$ cat config.mk
export PLATFORM = sky130hd
export DESIGN_NAME = bcd_counter_n
export DESIGN_NICKNAME = d
export VERILOG_FILES = /design/src/rtl/bcd_pkg.sv /design/src/rtl/bcd_digit.sv /design/src/rtl/bcd_counter_n.sv
export SDC_FILE = /design/constraint.sdc
export NUM_CORES = 1
export LEC_CHECK = 0
export CAP_MARGIN = 10
export CORE_ASPECT_RATIO = 0.9
export CORE_MARGIN = 2
export CORE_UTILIZATION = 43
export DETAILED_ROUTE_END_ITERATION = 6
export GPL_TIMING_DRIVEN = 0
export PLACE_DENSITY = 0.8
export SLEW_MARGIN = 20
export SYNTH_ARGS = -nofsm -noshare
export SYNTH_HDL_FRONTEND = slang
export SYNTH_SLANG_ARGS = --single-unit
$ cat constraint.sdc
create_clock -name CLK -period 2 [get_ports CLK]
set_input_delay 0.3 -clock CLK [delete_from_list [all_inputs] [get_ports CLK]]
set_output_delay 0.3 -clock CLK [all_outputs]
set_load 0.02 [all_outputs]
$ cat src/rtl/bcd_pkg.sv
// Shared constants and elaboration-time helpers for the decimal counter family.
// Vectors are sized for the widest supported counter (8 digits, 32 bits).
package bcd_pkg;

  localparam int         DIGIT_W  = 4;
  localparam int         MAX_DIG  = 8;
  localparam logic [3:0] BCD_MAX  = 4'd9;

  function automatic logic [MAX_DIG*DIGIT_W-1:0] int_to_bcd(input int val);
    logic [MAX_DIG*DIGIT_W-1:0] r;
    int v;
    r = '0;
    v = val;
    for (int i = 0; i < MAX_DIG; i++) begin
      r[i*DIGIT_W +: DIGIT_W] = 4'(v % 10);
      v = v / 10;
    end
    return r;
  endfunction

  function automatic logic is_bcd(input logic [MAX_DIG*DIGIT_W-1:0] v);
    logic ok;
    ok = 1'b1;
    for (int i = 0; i < MAX_DIG; i++) begin
      if (v[i*DIGIT_W +: DIGIT_W] > BCD_MAX) ok = 1'b0;
    end
    return ok;
  endfunction

endpackage

$ cat src/rtl/bcd_digit.sv
// One decade stage: steps its digit up or down and flags carry/borrow on rollover.
module bcd_digit
  import bcd_pkg::*;
(
  input  logic               step_i,
  input  logic               up_i,
  input  logic [DIGIT_W-1:0] digit_i,
  output logic [DIGIT_W-1:0] digit_o,
  output logic               carry_o
);

  always_comb begin
    digit_o = digit_i;
    carry_o = 1'b0;
    if (step_i) begin
      if (up_i) begin
        if (digit_i >= BCD_MAX) begin
          digit_o = '0;
          carry_o = 1'b1;
        end else begin
          digit_o = digit_i + 4'd1;
        end
      end else begin
        if (digit_i == '0) begin
          digit_o = BCD_MAX;
          carry_o = 1'b1;
        end else begin
          digit_o = digit_i - 4'd1;
        end
      end
    end
  end

endmodule

$ cat src/rtl/bcd_counter_n.sv
// N-digit BCD up/down counter with arbitrary modulus, clear, validated load and wrap strobe.
// A ripple chain of decade stages does the arithmetic; the modulus wrap overrides it.
module bcd_counter_n
  import bcd_pkg::*;
#(
  parameter int DIGITS  = 2,
  parameter int MOD_VAL = 10**DIGITS
) (
  input  logic                      CLK,
  input  logic                      RST,
  input  logic                      EN,
  input  logic                      UP,
  input  logic                      CLR,
  input  logic                      LOAD,
  input  logic [DIGIT_W*DIGITS-1:0] LOAD_VAL,
  output logic [DIGIT_W*DIGITS-1:0] OUT,
  output logic                      WRAP,
  output logic                      LOAD_ERR
);

  localparam int W = DIGIT_W * DIGITS;
  localparam logic [MAX_DIG*DIGIT_W-1:0] TERM_FULL = int_to_bcd(MOD_VAL - 1);
  localparam logic [W-1:0]               TERM_BCD  = TERM_FULL[W-1:0];

  if (DIGITS < 1 || DIGITS > MAX_DIG) begin : g_bad_digits
    $error("bcd_counter_n: DIGITS must be 1..8");
  end
  if (MOD_VAL < 2 || MOD_VAL > 10**DIGITS) begin : g_bad_mod
    $error("bcd_counter_n: MOD_VAL must be 2..10**DIGITS");
  end

  logic [W-1:0] out_q, out_d;
  logic         wrap_q, wrap_d;
  logic         err_q, err_d;
  logic [W-1:0] ripple;
  logic [DIGITS:0] step;
  logic         load_ok;
  logic         unused_top_carry;

  assign step[0] = EN;

  for (genvar i = 0; i < DIGITS; i++) begin : g_digit
    bcd_digit u_digit (
      .step_i  (step[i]),
      .up_i    (UP),
      .digit_i (out_q[i*DIGIT_W +: DIGIT_W]),
      .digit_o (ripple[i*DIGIT_W +: DIGIT_W]),
      .carry_o (step[i+1])
    );
  end

  assign unused_top_carry = step[DIGITS];

  // With every nibble valid, BCD ordering matches decimal ordering.
  assign load_ok = is_bcd(32'(LOAD_VAL)) && (LOAD_VAL <= TERM_BCD);

  always_comb begin
    out_d  = out_q;
    wrap_d = 1'b0;
    err_d  = 1'b0;
    if (CLR) begin
      out_d = '0;
    end else if (LOAD) begin
      if (load_ok) out_d = LOAD_VAL;
      else         err_d = 1'b1;
    end else if (EN) begin
      if (UP && out_q == TERM_BCD) begin
        out_d  = '0;
        wrap_d = 1'b1;
      end else if (!UP && out_q == '0) begin
        out_d  = TERM_BCD;
        wrap_d = 1'b1;
      end else begin
        out_d = ripple;
      end
    end
  end

  always_ff @(posedge CLK or negedge RST) begin
    if (!RST) begin
      out_q  <= '0;
      wrap_q <= 1'b0;
      err_q  <= 1'b0;
    end else begin
      out_q  <= out_d;
      wrap_q <= wrap_d;
      err_q  <= err_d;
    end
  end

  assign OUT      = out_q;
  assign WRAP     = wrap_q;
  assign LOAD_ERR = err_q;

endmodule

==> flow_summary.ini <==
[cts]
clk_pin_slew_ns = 0.07
clockBufferDepth = 2
cts_max_level = 1
cts-buffers-inserted = 3
cts-root-buf = clkbuf_4
clk_latency_ns = 0.27
cts.sinks = 10
cts_tree = built

[finish]
seqCellArea_um2 = 255
area_growth_pct = 42.7
stdcell_count = 163
multi_input_area_um2 = 661
nets = 160
fillers = 173
drive_gt1_share_pct = 28.3
diodes = 0

[route]
vias_per_cell = 6.09
wl_um = 2710
ant_nets = 0
drt_first_pass_iters = 4
remaining_drc_errors = 0
drt_iter0_markers = 43
wl_per_cell_um = 16.6
vias = 992

[pwr]
swShare_pct = 39.4
seqPwrFrac_pct = 28.3
internal_power_uw = 556
p_comb_share_pct = 56.1
clkPwrFrac_pct = 15.6
power.density_nw_per_um2 = 691
p_switching_uw = 362
vdd_drop_max_mv = 0.488
p_leak_nw = 0.548

[timing]
tightest_slew_ns = 0.534
rsz0062_at_grt = true
period_share_pct = 102
finalSetupTns_ns = -0.0988
hold_violations = 0
fmax_mhz = 491
maxSlewViolCount = 0
setup_violations = 4
min_period_ns = 2.04
final.setup_skew_ns = 0.00277
slew_headroom_pct = 64.0
fin_ws_ns = -0.0352

[yosys]
ys_types = 39
synthTopCellsByArea = dfrtp_1 (27%), ha_1 (8.1%), a21oi_1 (4.8%)
synth_most_common_cell = dfrtp_1
synth_top_area_cell = dfrtp_1
synth_common_cells = dfrtp_1 (10), a21oi_1 (9), o21ai_0 (9)
synth.yosys.seq_area_share_pct = 26.8
synth_top_area_share_pct = 26.8
synth_nets = 123
ys_seq_elements = 10
synth.yosys.warnings = 0
synth_area_um2 = 932
synth_edf_count = 0
async_flop_share_pct = 100
synth-main-ff-cell = dfrtp_1
synthCells = 103
synth_area_per_cell_um2 = 9.05

[setup_path]
path_max_fanout = 4
slowest_delay_ns = 0.49
crit_chain = inv_2 > ha_4 > or4b_4 > o21a_4 > a31oi_4 > mux2_4
critPathCaptureType = flip-flop
path_class = reg -> reg
worstPathBufferInverterCount = 1
arrival_ns = 2.20
worst_setup_path_start_kind = flip-flop
crit_path_top_delay_cell = or4b_4
critPathRequiredTime_ns = 2.16
reg2reg_slack_ns = -0.04
crit_family = simple AND/OR/NAND/NOR gates

[hold_path]
min_path_type = in -> async

[grt]
grt_use_total_pct = 23.6
overflow = 0
grt_start_max_net_pins = 11
antenna_found_initial = 0
grt_first_pass_wirelength_um = 4300
grt_pass1_vias = 935

[status]
status = finished, violations left
violations = negative setup slack

[placed_design]
io_buffers = 21
dp_slack_ns = -0.207
gp_congestion = 0.837
place.detailed.hpwl_um = 1920
dp_cells = 149

[die]
core_area_um2 = 1990
dieHeight_um = 48.2
die_width_um = 53.1
initial_core_util_pct = 46.9
dieArea_um2 = 2560
num_rows = 15
io_pins = 24

[run]
drv_cap = 0
## per-layer routing
metal | vias up | GRT usage (%) | routed length (um)
li1 | 473 | - | -
met5 | - | 0 | 0
met4 | 0 | 6.15 | 51
met3 | 9 | 5.21 | 183
met1 | 468 | 28.0 | 1160
met2 | 42 | 44.3 | 1320
## per-stage QoR
stage	utilization, %	area (um^2)	hold WS [ns]	power [mW]
3_5_place_dp	59.9	1190	0.630	0.693
3_3_place_gp	59.9	1190	0.616	0.675
6_report	66.9	1330	0.349	0.918
4_1_cts	65.0	1290	0.365	0.890
2_1_floorplan	-	950	0.00441	0.543
5_1_grt	66.9	1330	0.382	0.974
## placed cells by master (no fill, tap or decap), types with 3 or more instances in the layout
master and instances:
o21ai_0 8, nor2_1 4, clkdlybuf4s50_1 21, inv_1 4, buf_4 13, ha_1 4, a32oi_1 4, nand4_1 3
a21oi_1 9, clkbuf_4 3, dfrtp_2 4, nor2b_1 4, nand2_1 7, inv_2 3, dfrtp_1 6, a221oi_1 3
## sequential cells by signal (all words and copies together), names as in the netlist
name,cells
OUT,8
LOAD_ERR,1
WRAP,1
## kinds of logic after synthesis
logic type / after synthesis / synth area share (%)
flops: 10 / 26.8
mux: 4 / 5.37
simple gates: 29 / 18.3
fa+ha+maj: 6 / 8.05
buf+inv: 12 / 6.85
compound gates: 42 / 34.6
## final timing paths
kind,startpoint,end,cells after the start
max,OUT[1],OUT[4],6
min,RST,OUT[7],1
max reg2reg,OUT[1],OUT[4],6
min reg2reg,OUT[5],OUT[5],2
max in group asynchronous,RST,OUT[0],1
min in group CLK,LOAD,OUT[0],4
## layout make-up
class                   count  area share, %
inverters                   7           1.98
repair buffers             32           22.3
clock buffers               3           1.69
flip-flops and latches     10           19.2
multi-input cells          81           49.7
well taps                  25           2.35
plain buffers               5           2.82
## timing repair
| item | in CTS | in global routing |
|---|---|---|
| setup endpoints to repair | 6 | 6 |
| resized for setup | 6 | 4 |
| pin swaps | 3 | 3 |
| hold buffers | 0 | 0 |
| buffers inserted | 9 | 2 |
## power groups by stage
| stage | Sequential (mW) | Clock [mW] | Combinational (mW) |
|---|---|---|---|
| global placement | 0.278 | 0 | 0.397 |
| floorplan | 0.304 | 0 | 0.239 |
| CTS | 0.260 | 0.145 | 0.486 |
| global route | 0.265 | 0.153 | 0.556 |
| detailed placement | 0.281 | 0 | 0.412 |
| finish | 0.260 | 0.144 | 0.515 |
Power figures use the tool's default switching activity.
